### src/rtl/dmem_port_arbiter.sv
// dmem_port_arbiter: shares one data-memory port between the memory stages of the two
// issue lanes. Same-cycle requests are serialised in program order (lower PC first), and the
// pipeline is stalled while serialising. Branch kills drop requests that are not yet on the port.
// Optional build macro: DMEM_ARB_PERF_EN adds perf_conflict_cnt / perf_stall_cnt counters.
module dmem_port_arbiter #(
    parameter int unsigned ADDR_WIDTH = 32,
    parameter int unsigned DATA_WIDTH = 32
) (
    input  logic                    clk,
    input  logic                    rst,
    // Lane 1 memory stage
    input  logic                    req1,
    input  logic                    we1,
    input  logic [ADDR_WIDTH-1:0]   addr1,
    input  logic [DATA_WIDTH-1:0]   wdata1,
    input  logic [DATA_WIDTH/8-1:0] be1,
    input  logic [ADDR_WIDTH-1:0]   pc1,
    input  logic                    kill1,
    // Lane 2 memory stage
    input  logic                    req2,
    input  logic                    we2,
    input  logic [ADDR_WIDTH-1:0]   addr2,
    input  logic [DATA_WIDTH-1:0]   wdata2,
    input  logic [DATA_WIDTH/8-1:0] be2,
    input  logic [ADDR_WIDTH-1:0]   pc2,
    input  logic                    kill2,
    // Load data back to the lanes and pipeline hold
    output logic [DATA_WIDTH-1:0]   rdata1,
    output logic [DATA_WIDTH-1:0]   rdata2,
    output logic                    mem_stall,
`ifdef DMEM_ARB_PERF_EN
    output logic [31:0]             perf_conflict_cnt,
    output logic [31:0]             perf_stall_cnt,
`endif
    // Shared memory port
    output logic                    mem_req,
    output logic                    mem_we,
    output logic [ADDR_WIDTH-1:0]   mem_addr,
    output logic [DATA_WIDTH-1:0]   mem_wdata,
    output logic [DATA_WIDTH/8-1:0] mem_be,
    input  logic                    mem_ready,
    input  logic [DATA_WIDTH-1:0]   mem_rdata
);

    typedef enum logic [1:0] {StIdle, StFirst, StSecond} arbStateT;

    arbStateT              stateQ, stateD;
    logic                  firstLaneQ, firstLaneD;   // 0: lane 1 went first, 1: lane 2
    logic                  singleQ, singleD;         // FIRST serves a lone request
    logic                  pendKillQ, pendKillD;     // pending lane was killed during FIRST
    logic                  secIssuedQ, secIssuedD;   // second access already on the port
    logic [DATA_WIDTH-1:0] holdDataQ, holdDataD;

    logic                  e1, e2;
    logic                  lane2First;
    logic                  pendingKill;
    logic                  sel;                      // 1 selects lane 2 attributes
    logic                  reqC, stallC;
    logic [DATA_WIDTH-1:0] rdata1C, rdata2C;

    assign e1          = req1 & ~kill1;
    assign e2          = req2 & ~kill2;
    assign lane2First  = pc2 < pc1;
    // Kill of the lane that was not issued first
    assign pendingKill = firstLaneQ ? kill1 : kill2;

    assign mem_we    = sel ? we2    : we1;
    assign mem_addr  = sel ? addr2  : addr1;
    assign mem_wdata = sel ? wdata2 : wdata1;
    assign mem_be    = sel ? be2    : be1;

    // Reset forces the visible handshake and data outputs low immediately
    assign mem_req   = reqC & ~rst;
    assign mem_stall = stallC & ~rst;
    assign rdata1    = rst ? '0 : rdata1C;
    assign rdata2    = rst ? '0 : rdata2C;

    // Arbiter state register
    always_ff @(posedge clk or posedge rst) begin
        if (rst) begin
            stateQ     <= StIdle;
            firstLaneQ <= 1'b0;
            singleQ    <= 1'b0;
            pendKillQ  <= 1'b0;
            secIssuedQ <= 1'b0;
            holdDataQ  <= '0;
        end else begin
            stateQ     <= stateD;
            firstLaneQ <= firstLaneD;
            singleQ    <= singleD;
            pendKillQ  <= pendKillD;
            secIssuedQ <= secIssuedD;
            holdDataQ  <= holdDataD;
        end
    end

    // Next state, port request, stall and load-data steering
    always_comb begin
        stateD     = stateQ;
        firstLaneD = firstLaneQ;
        singleD    = singleQ;
        pendKillD  = pendKillQ;
        secIssuedD = secIssuedQ;
        holdDataD  = holdDataQ;
        sel        = 1'b0;
        reqC       = 1'b0;
        stallC     = 1'b0;
        rdata1C    = '0;
        rdata2C    = '0;

        unique case (stateQ)
            StIdle: begin
                if (e1 && e2) begin
                    sel        = lane2First;
                    reqC       = 1'b1;
                    stallC     = 1'b1;
                    firstLaneD = lane2First;
                    singleD    = 1'b0;
                    pendKillD  = 1'b0;
                    if (mem_ready) begin
                        holdDataD  = mem_rdata;
                        secIssuedD = 1'b0;
                        stateD     = StSecond;
                    end else begin
                        stateD = StFirst;
                    end
                end else if (e1 || e2) begin
                    sel  = e2;
                    reqC = 1'b1;
                    if (mem_ready) begin
                        // Zero-latency path: data straight through, no stall
                        if (e2) rdata2C = mem_rdata;
                        else    rdata1C = mem_rdata;
                    end else begin
                        stallC     = 1'b1;
                        firstLaneD = e2;
                        singleD    = 1'b1;
                        pendKillD  = 1'b0;
                        stateD     = StFirst;
                    end
                end
            end

            StFirst: begin
                sel    = firstLaneQ;
                reqC   = 1'b1;
                stallC = 1'b1;
                if (!singleQ) pendKillD = pendKillQ | pendingKill;
                if (mem_ready) begin
                    if (singleQ || pendKillQ || pendingKill) begin
                        // Nothing left to serve: release in this cycle
                        stallC = 1'b0;
                        if (firstLaneQ) rdata2C = mem_rdata;
                        else            rdata1C = mem_rdata;
                        pendKillD = 1'b0;
                        stateD    = StIdle;
                    end else begin
                        holdDataD  = mem_rdata;
                        secIssuedD = 1'b0;
                        stateD     = StSecond;
                    end
                end
            end

            StSecond: begin
                if (firstLaneQ) rdata2C = holdDataQ;
                else            rdata1C = holdDataQ;
                if (!secIssuedQ && pendingKill) begin
                    // Second access squashed before reaching the port
                    stateD = StIdle;
                end else begin
                    sel  = ~firstLaneQ;
                    reqC = 1'b1;
                    if (mem_ready) begin
                        if (firstLaneQ) rdata1C = mem_rdata;
                        else            rdata2C = mem_rdata;
                        secIssuedD = 1'b0;
                        stateD     = StIdle;
                    end else begin
                        stallC     = 1'b1;
                        secIssuedD = 1'b1;
                    end
                end
            end

            default: stateD = StIdle;
        endcase
    end

`ifdef DMEM_ARB_PERF_EN
    // Conflict and stall-cycle counters; both wrap at 2^32
    always_ff @(posedge clk or posedge rst) begin
        if (rst) begin
            perf_conflict_cnt <= 32'd0;
            perf_stall_cnt    <= 32'd0;
        end else begin
            if (stateQ == StIdle && e1 && e2) perf_conflict_cnt <= perf_conflict_cnt + 32'd1;
            if (stallC)                       perf_stall_cnt    <= perf_stall_cnt + 32'd1;
        end
    end
`endif

endmodule

### config.mk
export PLATFORM = sky130hd
export DESIGN_NAME = dmem_port_arbiter
export DESIGN_NICKNAME = d
export VERILOG_FILES = /design/src/rtl/dmem_port_arbiter.sv
export SDC_FILE = /design/constraint.sdc
export NUM_CORES = 1
export LEC_CHECK = 0
export BUFFER_PORTS_ARGS = -buffer_cell sky130_fd_sc_hd__buf_2
export CORE_AREA = 2 2 146 148
export CTS_CLUSTER_SIZE = 8
export DETAILED_ROUTE_END_ITERATION = 7
export DIE_AREA = 0 0 148 150
export GPL_TIMING_DRIVEN = 1
export PLACE_DENSITY = 0.6
export SLEW_MARGIN = 20
export SYNTH_ARGS = -nofsm -noshare
export SYNTH_HDL_FRONTEND = slang
export SYNTH_SLANG_ARGS = --single-unit
### constraint.sdc
create_clock -name clk -period 3 [get_ports clk]
set_input_delay 0.3 -clock clk [delete_from_list [all_inputs] [get_ports clk]]
set_output_delay 0.3 -clock clk [all_outputs]
set_load 0.03 [all_outputs]
==> impl_metrics.env, run 1 <==
export IMPL_yosysTopAreaCell="mux2_2"
export IMPL_fp_dieW_microns=148
export IMPL_drc=0
export IMPL_n_fill_cell=2166
export IMPL_rsz0062_at_grt="true"
export IMPL_finalWorstSetupSlack_ns=0.05385
export IMPL_antenna_found_initial=0
export IMPL_routabilityCongestion=0.8553
export IMPL_fin_crit_ns=2.946
export IMPL_ys_seq_elements=38
export IMPL_cts_sinks=38
export IMPL_p_comb_share_pct=56.9
export IMPL_vdd_drop_max_mv=0.2355
export IMPL_finalSetupTns_ns=0
export IMPL_initial_utilization_pct=19.99
export IMPL_cts_tree="done"
export IMPL_cts_buffer_depth=2
export IMPL_firstDrtPassIters=5
export IMPL_synth_top_family_by_area="multiplexers"
export IMPL_synth_mux_area_share_pct=27.78
export IMPL_drt_iter0_drc=166
export IMPL_p_sw_share_pct=39.22
export IMPL_fin_skew_ns=0.004233
export IMPL_status="finished clean"
export IMPL_p_int_uw=2178
export IMPL_numCtsBuffers=5
export IMPL_drv_cap=0
export IMPL_wire_per_inst_microns=14.78
export IMPL_synth_edf_count=0
export IMPL_ant_nets=0
export IMPL_slew_headroom_pct=64.96
export IMPL_grt_first_pass_wirelength_microns=23250
export IMPL_cts_root_buf="clkbuf_16"
export IMPL_p_switching_uw=1406
export IMPL_yosys_area_share_xor_xnor_pct=0
export IMPL_path_clk_slew_ns=0.06
export IMPL_final_cells=1135
export IMPL_synth_seq_area_share_pct=23.00
export IMPL_dieArea_sq_um=22200
export IMPL_dpl_cell_area_sq_um=6456
export IMPL_fin_nets=1132
export IMPL_synth_area_top_cells="mux2_2, dfrtp_1, a22oi_1"
export IMPL_pre_cts_ws_ns=-0.01383
export IMPL_critPathMaxFanout=8
export IMPL_areaGrowthSynthToFinish_pct=74.89
export IMPL_final_area_sq_um=7232
export IMPL_core_sq_um=20690
export IMPL_hpwl_microns=13230
export IMPL_synth_compound_area_share_pct=20.51
export IMPL_multi_input_area_sq_um=3128
export IMPL_yosysWarnings=0
export IMPL_hold_viol_final=0
export IMPL_syn_nets=750
export IMPL_place_inst=1122
export IMPL_syn_inst=478
export IMPL_chipHeight_microns=150
export IMPL_fin_crit_sh_pct=98.20
export IMPL_fmax_ghz=0.3394
export IMPL_io_buffer_count=375
export IMPL_overflow=0
export IMPL_worstPathRequired_ns=2.70
export IMPL_h_tree_depth=2
export IMPL_first_global_vias=4737
export IMPL_leakagePower_uw=0.003686
export IMPL_path_class="in2out"
export IMPL_pin_count=376
export IMPL_grt_max_degree=61
export IMPL_cp_arrival_ns=2.65
export IMPL_num_antenna_cells=0
export IMPL_syn_area_per_cell_sq_um=8.651
export IMPL_async_reset_ff_share_pct=100.0
export IMPL_pwr_share_clk_pct=17.0
export IMPL_syn_area_sq_um=4135
export IMPL_clkLatencyLatePin_ns=0.28
export IMPL_power_density_nw_per_um2=495.5
export IMPL_slew_violations=0
export IMPL_viasPerCell=4.529
export IMPL_synthFlopType="dfrtp_1"
export IMPL_vias=5140
export IMPL_synth_distinct_cells=44
export IMPL_grt_total_usage_pct=12.82
export IMPL_synthAdderAreaFrac_pct=9.380
export IMPL_share_seq_of_total_power_pct=26.1
export IMPL_drive_gt1_share_pct=62.91
export IMPL_synthSimpleGateAreaFrac_pct=12.16
export IMPL_rows=53
export IMPL_final_core_util_pct=34.95
export IMPL_hold_class="in2async"
export IMPL_setup_violations=0
export IMPL_routed_wl_microns=16780
export IMPL_seqCellArea_sq_um=952.2
export IMPL_synth_top_cell_area_share_pct=23.15
export IMPL_endpoint_kind="output pin"
export IMPL_startpoint_type="input port"
export IMPL_worst_pin_slew_ns=0.5123
kinds of logic (layout without fill, tap and decap cells):
| kind of cell | after synthesis | count (layout) |
|---|---|---|
| adder cells (fa/ha/maj) | 31 | 31 |
| AND/OR/NAND/NOR | 117 | 117 |
| multiplexers | 102 | 102 |
| flip-flops | 38 | 38 |
| AO/OA/AOI/OAI | 122 | 122 |
| buffers and inverters | 68 | 450 |
flip-flops by register name, indices dropped and copies added, names as in the netlist:
name,flops
firstLaneQ,1
singleQ,1
secIssuedQ,1
stateQ,2
pendKillQ,1
holdDataQ,32
routing by layer:
| metal | share of wire, % | routed length [microns] | up-vias | GRT usage [%] |
|---|---|---|---|---|
| met1 | 39 | 6468 | 2392 | 14.72 |
| met3 | 5.8 | 968 | 25 | 1.494 |
| li1 | - | - | 2503 | - |
| met5 | 0 | 0 | - | 0 |
| met4 | 2.3 | 391 | 0 | 3.190 |
| met2 | 53 | 8951 | 220 | 25.05 |
power by group through the flow:
stage / clock network (uW) / logic (uW) / registers [uW]
global route: 643 / 2180 / 970
finish: 608 / 2040 / 935
CTS: 627 / 1760 / 935
floorplan: 0 / 1210 / 889
global placement: 0 / 1720 / 927
detailed placement: 0 / 1750 / 944
path summary, 6_finish.rpt:
| kind | endpoint | from | cells past startpoint | slack [ns] |
|---|---|---|---|---|
| setup / recovery | mem_wdata[4] | pc1[11] | 13 | 0.05 |
| hold / removal | holdDataQ[16] | rst | 3 | 0.16 |
| setup reg to reg | holdDataQ[16] | firstLaneQ | 6 | 0.68 |
| hold reg to reg | holdDataQ[31] | holdDataQ[31] | 1 | 0.52 |
| max in group asynchronous | holdDataQ[14] | rst | 3 | 2.47 |
| min in group clk | holdDataQ[8] | mem_rdata[8] | 2 | 0.28 |
placed cells by master (no fill, tap or decap), types with 3 or more instances in the layout:
| master | instances |
|---|---|
| buf_2 | 329 |
| mux2_2 | 82 |
| nor2_1 | 76 |
| a22oi_1 | 62 |
| buf_6 | 44 |
| dfrtp_1 | 37 |
| buf_4 | 28 |
| inv_1 | 27 |
| ha_1 | 21 |
| a21oi_1 | 18 |
| nand2_1 | 15 |
| mux2_4 | 11 |
| ha_4 | 10 |
| mux2_1 | 9 |
| clkbuf_16 | 8 |
| inv_2 | 7 |
| o21ai_0 | 5 |
| a21oi_2 | 5 |
| nand2b_1 | 4 |
| nor3_1 | 4 |
| a31oi_1 | 4 |
| a21o_1 | 4 |
| nor2b_1 | 4 |
| buf_12 | 4 |
| nand4_1 | 3 |
| nand3_1 | 3 |
| o21ai_1 | 3 |
cell usage after synthesis (all sizes together) (9+ instances only):
| library cell | instances |
|---|---|
| a21oi | 23 |
| nor2 | 77 |
| buf | 13 |
| ha | 31 |
| inv | 35 |
| dfrtp | 38 |
| clkbuf | 20 |
| o21ai | 9 |
| mux2 | 102 |
| a22oi | 62 |
| nand2 | 16 |
cell type report:
| type | instances | share of cell area (%) |
|---|---|---|
| sequential | 38 | 13.17 |
| inverter | 35 | 1.817 |
| multi-input combinational | 372 | 43.25 |
| clock inverter | 1 | 0.4152 |
| timing repair buffer | 408 | 34.67 |
| tap | 275 | 4.758 |
| clock buffer | 6 | 1.920 |
critical path: stages:
cell and delay (ns):
buf_2 0.11, inv_2 0.06, ha_4 0.19, a21oi_1 0.14, o21ai_0 0.10, a221o_1 0.32
a311o_1 0.33, o21ai_4 0.18, buf_12 0.14, clkbuf_16 0.15, buf_12 0.12, mux2_2 0.32
buf_2 0.18
what timing repair did:
item | CTS | global route
hold endpoints to repair | 0 | 0
gates resized for setup | 1 | 175
buffers inserted | 1 | 2
endpoints found under the setup margin | 62 | 89
hold buffers | 0 | 0
pin swaps | 0 | 9
gates cloned | 0 | 3
stage by stage:
step                      total power, uW  hold WS (ns)
after floorplan                      2095        0.4517
after global placement               2650        0.4858
after detailed placement             2690        0.4975
after CTS                            3320        0.1944
after global routing                 3797        0.2387
final                                3584        0.1599
No activity file was read; power rests on OpenSTA's default activity.
==> inputs of run 2 (changes only) <==
==> constraint.sdc (replaced) <==
create_clock -name clk -period 3 [get_ports clk]
set_input_delay 0.6 -clock clk [delete_from_list [all_inputs] [get_ports clk]]
set_output_delay 0.6 -clock clk [all_outputs]
set_load 0.03 [all_outputs]
==> run 2 against run 1 <==
The run now ends with setup timing left. Non-clock buffer count grew 19. Worst setup slack lost 0.55 ns. Final cell count grew 2.0%. Largest cell class unchanged.
==> impl_metrics.env, run 2 (same netlist as run 1, synthesis figures left out) <==
export IMPL_status="finished, violations left"
export IMPL_violations="setup timing"
export IMPL_n_fill_cell=2103
export IMPL_worstSetupEndpoint="mem_addr[13]"
export IMPL_areaGrowthSynthToFinish_pct=86.35
export IMPL_setup_violations=71
export IMPL_r2r_start="firstLaneQ"
export IMPL_vdd_drop_max_mv=0.2830
export IMPL_leakagePower_uw=0.003767
export IMPL_critPathMaxFanout=14
export IMPL_drv_cap=0
export IMPL_r2r_end="holdDataQ[27]"
export IMPL_fmax_ghz=0.2863
export IMPL_overflow=0
export IMPL_cts_root_buf="clkbuf_16"
export IMPL_path_class="in2out"
export IMPL_ant_nets=0
export IMPL_fin_skew_ns=0.009336
export IMPL_rsz0062_at_grt="true"
export IMPL_fin_crit_sh_pct=116.4
export IMPL_hold_class="in2async"
export IMPL_finalSetupTns_ns=-30.58
export IMPL_drive_gt1_share_pct=70.99
export IMPL_cts_sinks=38
export IMPL_mostFrequentLayoutCell="buf_2"
export IMPL_worstPathRequired_ns=2.40
export IMPL_grt_first_pass_wirelength_microns=26880
export IMPL_final_core_util_pct=37.25
export IMPL_numCtsBuffers=5
export IMPL_worst_pin_slew_ns=0.5210
export IMPL_worstSetupStartpoint="pc2[19]"
export IMPL_h_tree_depth=2
export IMPL_hpwl_microns=15740
export IMPL_r2r_cells=7
export IMPL_vias=5277
export IMPL_cts_tree="done"
export IMPL_final_area_sq_um=7706
export IMPL_endpoint_kind="output pin"
export IMPL_cts_buffer_depth=2
export IMPL_routabilityCongestion=0.7638
export IMPL_core_sq_um=20690
export IMPL_pin_count=376
export IMPL_chipHeight_microns=150
export IMPL_firstDrtPassIters=4
export IMPL_startpoint_type="input port"
export IMPL_fp_dieW_microns=148
export IMPL_io_buffer_count=375
export IMPL_first_global_vias=4847
export IMPL_layout_common_cells="buf_2, mux2_2, buf_4, nor2_1, dfrtp_1"
export IMPL_slew_headroom_pct=64.37
export IMPL_wire_per_inst_microns=17.05
export IMPL_slew_violations=0
export IMPL_reg_top3="holdDataQ x32, stateQ x2"
export IMPL_largest_reg_flops=32
export IMPL_dieArea_sq_um=22200
export IMPL_grt_total_usage_pct=15.45
export IMPL_clkLatencyLatePin_ns=0.28
export IMPL_dpl_cell_area_sq_um=6868
export IMPL_initial_utilization_pct=19.99
export IMPL_antenna_found_initial=10
export IMPL_viasPerCell=4.557
export IMPL_drt_iter0_drc=173
export IMPL_drc=0
export IMPL_path_clk_slew_ns=0.06
export IMPL_largest_register="holdDataQ"
export IMPL_fin_crit_ns=3.493
export IMPL_grt_max_degree=39
export IMPL_rows=53
export IMPL_r2r_slack_ns=0.70
export IMPL_fin_nets=1151
export IMPL_routed_wl_microns=19740
export IMPL_finalWorstSetupSlack_ns=-0.4926
export IMPL_hold_viol_final=0
export IMPL_power_density_nw_per_um2=480.7
export IMPL_cp_arrival_ns=2.89
-- run 2: area by class of cell --
class                   count  area, sq um  area share, %
well taps                 275        344.1          4.465
repair buffers            427         2648          34.36
inverters                  35        142.6          1.851
multi-input cells         372         3440          44.63
diodes                      4        10.01         0.1299
clock buffers               6        138.9          1.802
flip-flops and latches     38        953.4          12.37
clock inverters             1        30.03         0.3897
-- run 2: critical path, stage by stage --
cell and delay [ns]:
buf_2 0.11, ha_4 0.24, a211oi_2 0.17, o21ai_1 0.10, a221o_1 0.27, a311o_1 0.36
o21ai_4 0.16, buf_12 0.17, buf_12 0.15, mux2_2 0.34, buf_2 0.18
-- run 2: stage by stage --
| stage | setup slack, ns | cells | hold WS [ns] | total power, uW |
|---|---|---|---|---|
| floorplan | -0.1425 | 478 | 0.4806 | 2158 |
| global placement | -0.5388 | 1137 | 0.4931 | 2799 |
| detailed placement | -0.5358 | 1137 | 0.5012 | 2821 |
| CTS | -0.5357 | 1147 | 0.5153 | 3546 |
| global route | -0.5704 | 1156 | 0.5401 | 3906 |
| finish | -0.4926 | 1158 | 0.4907 | 3704 |
-- run 2: power breakdown --
group,internal (uW),switching [uW],total [uW]
Sequential,751,229,981
Combinational,1020,1070,2090
Clock,411,221,632
-- run 2: what timing repair did --
item,4_1_cts,5_1_grt
gates cloned,2,1
endpoints found under the hold margin,0,0
hold buffers,0,0
setup endpoints to repair,95,130
resized for setup,32,150
pin swaps,2,47
buffers inserted,2,8
-- run 2: worst min path at each step --
stage                       start             to  slack (ns)  cells after the start
global route        holdDataQ[31]  holdDataQ[31]        0.54                      1
floorplan           holdDataQ[31]  holdDataQ[31]        0.48                      1
CTS                           rst  holdDataQ[17]        0.52                      3
finish                        rst     secIssuedQ        0.49                      3
detailed placement  holdDataQ[31]  holdDataQ[31]        0.50                      1
global placement    holdDataQ[31]  holdDataQ[31]        0.49                      1
-- run 2: metal layers --
metal  GRT usage [%]  share of wire, %
met1           19.93                41
met2           24.75                47
met3           6.159                11
met4           2.571               1.4
met5               0              0.21
==> inputs of run 3 (changes only) <==
--- a/config.mk
+++ b/config.mk
@@ -11,6 +11,7 @@
 export DETAILED_ROUTE_END_ITERATION = 7
 export DIE_AREA = 0 0 148 150
 export GPL_TIMING_DRIVEN = 1
+export MAX_ROUTING_LAYER = met4
 export PLACE_DENSITY = 0.6
 export SLEW_MARGIN = 20
 export SYNTH_ARGS = -nofsm -noshare
==> run 3 against run 2 <==
The flow still finishes with violations (setup timing). Register-to-register slack gained 0.02 ns. Worst hold slack is essentially flat. Power is essentially flat. Via count is essentially flat. Combinational power is essentially flat. Count of clock-buffer cells in the layout is the same. Critical path depth is the same. Final area grew 0.24%. Worst setup slack is essentially flat.
==> impl_metrics.env, run 3 (same netlist as run 1, synthesis figures left out) <==
export IMPL_status="finished, violations left"
export IMPL_violations="setup timing"
export IMPL_drv_cap=0
export IMPL_fin_crit_sh_pct=116.4
export IMPL_fin_crit_ns=3.493
export IMPL_wire_per_inst_microns=16.92
export IMPL_finalWorstSetupSlack_ns=-0.4928
export IMPL_pin_count=376
export IMPL_antenna_found_initial=10
export IMPL_first_global_vias=4837
export IMPL_critical_path_buf_inv_count=4
export IMPL_io_buffer_count=375
export IMPL_clkLatencyLatePin_ns=0.28
export IMPL_worst_pin_slew_ns=0.5593
export IMPL_slew_headroom_pct=62.58
export IMPL_path_clk_slew_ns=0.06
export IMPL_hpwl_microns=15740
export IMPL_cts_buffer_depth=2
export IMPL_r2r_end="holdDataQ[27]"
export IMPL_hold_class="in2async"
export IMPL_cts_root_buf="clkbuf_16"
export IMPL_slew_violations=0
export IMPL_n_fill_cell=2102
export IMPL_power_density_nw_per_um2=479.4
export IMPL_initial_utilization_pct=19.99
export IMPL_cts_tree="done"
export IMPL_drc=0
export IMPL_layout_common_cells="buf_2, mux2_2, buf_4, nor2_1, dfrtp_1"
export IMPL_grt_first_pass_wirelength_microns=26900
export IMPL_hold_viol_final=0
export IMPL_cts_sinks=38
export IMPL_power_uw=3703
export IMPL_critPathMaxFanout=14
export IMPL_reg_top3="holdDataQ x32, stateQ x2"
export IMPL_chipHeight_microns=150
export IMPL_rsz0062_at_grt="true"
export IMPL_routed_wl_microns=19660
export IMPL_numCtsBuffers=5
export IMPL_r2r_slack_ns=0.72
export IMPL_h_tree_depth=2
export IMPL_fmax_ghz=0.2863
export IMPL_areaGrowthSynthToFinish_pct=86.81
export IMPL_overflow=0
export IMPL_cpLargestDelayFamily="compound AO/OA/AOI/OAI gates"
export IMPL_place_inst=1137
export IMPL_worstPathCellList="buf_2, ha_4, a211oi_2, o21ai_1, a221o_1, a311o_1, o21ai_4, buf_12, buf_12, mux2_2, buf_2"
export IMPL_finalSetupTns_ns=-30.48
export IMPL_routabilityCongestion=0.7740
export IMPL_drive_gt1_share_pct=71.10
export IMPL_firstDrtPassIters=4
export IMPL_final_cells=1162
export IMPL_fin_nets=1151
export IMPL_dieArea_sq_um=22200
export IMPL_fp_dieW_microns=148
export IMPL_endpoint_kind="output pin"
export IMPL_startpoint_type="input port"
export IMPL_cp_arrival_ns=2.89
export IMPL_r2r_cells=7
export IMPL_setup_violations=70
export IMPL_rows=53
export IMPL_crit_slowest_cell="a311o_1"
export IMPL_critical_path_max_stage_delay_ns=0.36
export IMPL_r2r_start="firstLaneQ"
export IMPL_grt_total_usage_pct=15.94
export IMPL_core_sq_um=20690
export IMPL_largest_register="holdDataQ"
export IMPL_grt_max_degree=39
export IMPL_vdd_drop_max_mv=0.2638
export IMPL_largest_reg_flops=32
export IMPL_fin_skew_ns=0.007253
export IMPL_mostFrequentLayoutCell="buf_2"
export IMPL_ant_nets=0
export IMPL_path_class="in2out"
export IMPL_worstPathRequired_ns=2.40
export IMPL_drt_iter0_drc=195
export IMPL_leakagePower_uw=0.003769
export IMPL_vias=5278
export IMPL_viasPerCell=4.542
-- run 3: layer usage --
| layer | up-vias | track usage, % | part of all wire (%) |
|---|---|---|---|
| li1 | 2554 | - | - |
| met1 | 2443 | 20.46 | 41 |
| met3 | 20 | 5.671 | 10 |
| met4 | 0 | 2.571 | 1.1 |
| met5 | - | - | 0 |
| met2 | 261 | 24.56 | 47 |
-- run 3: report_power, final --
group / switching (uW) / total, uW / internal, uW
registers: 230 / 981 / 751
logic: 1070 / 2090 / 1020
clock network: 220 / 630 / 411
total: 1520 / 3700 / 2190
-- run 3: worst max-delay path by stage --
stage	startpoint	slack (ns)	end	cells after the start
2_1_floorplan	pc2[19]	-0.14	mem_be[0]	9
3_3_place_gp	pc2[2]	-0.54	mem_addr[21]	11
3_5_place_dp	pc2[2]	-0.54	mem_addr[4]	11
4_1_cts	pc2[2]	-0.54	mem_addr[19]	11
5_1_grt	pc2[2]	-0.57	mem_addr[13]	11
6_report	pc2[19]	-0.49	mem_addr[13]	11
-- run 3: through the flow --
stage | hold WS [ns] | area, sq um | utilization, % | setup WS, ns
after global routing | 0.5401 | 7725 | 37.34 | -0.5704
after global placement | 0.4931 | 6868 | 33.19 | -0.5388
final | 0.4909 | 7725 | 37.34 | -0.4928
after CTS | 0.5153 | 7208 | 34.84 | -0.5357
after floorplan | 0.4806 | 4388 | - | -0.1425
after detailed placement | 0.5012 | 6868 | 33.19 | -0.5358
-- run 3: cell type report --
type	instances	area [sq um]	share of cell area (%)
Antenna cell	8	20.02	0.2592
Clock buffer	6	138.9	1.798
Clock inverter	1	30.03	0.3887
Inverter	35	142.6	1.846
Multi-Input combinational cell	372	3445	44.59
Sequential cell	38	953.4	12.34
Tap cell	275	344.1	4.454
Timing Repair Buffer	427	2651	34.32
-- run 3: worst register-to-register path, cell delays in order, from the launching register on --
cell and delay (ns):
dfrtp_2 0.43, mux2_4 0.33, buf_4 0.14, nor3_1 0.20
a21oi_1 0.15, nor3b_4 0.27, buf_12 0.24, mux2_2 0.39
-- run 3: what timing repair did --
action / 4_1_cts / 5_1_grt
endpoints found under the setup margin: 95 / 130
pin swaps: 2 / 47
hold buffers: 0 / 0
resized for setup: 32 / 152
buffers inserted: 2 / 8
cloned: 2 / 1
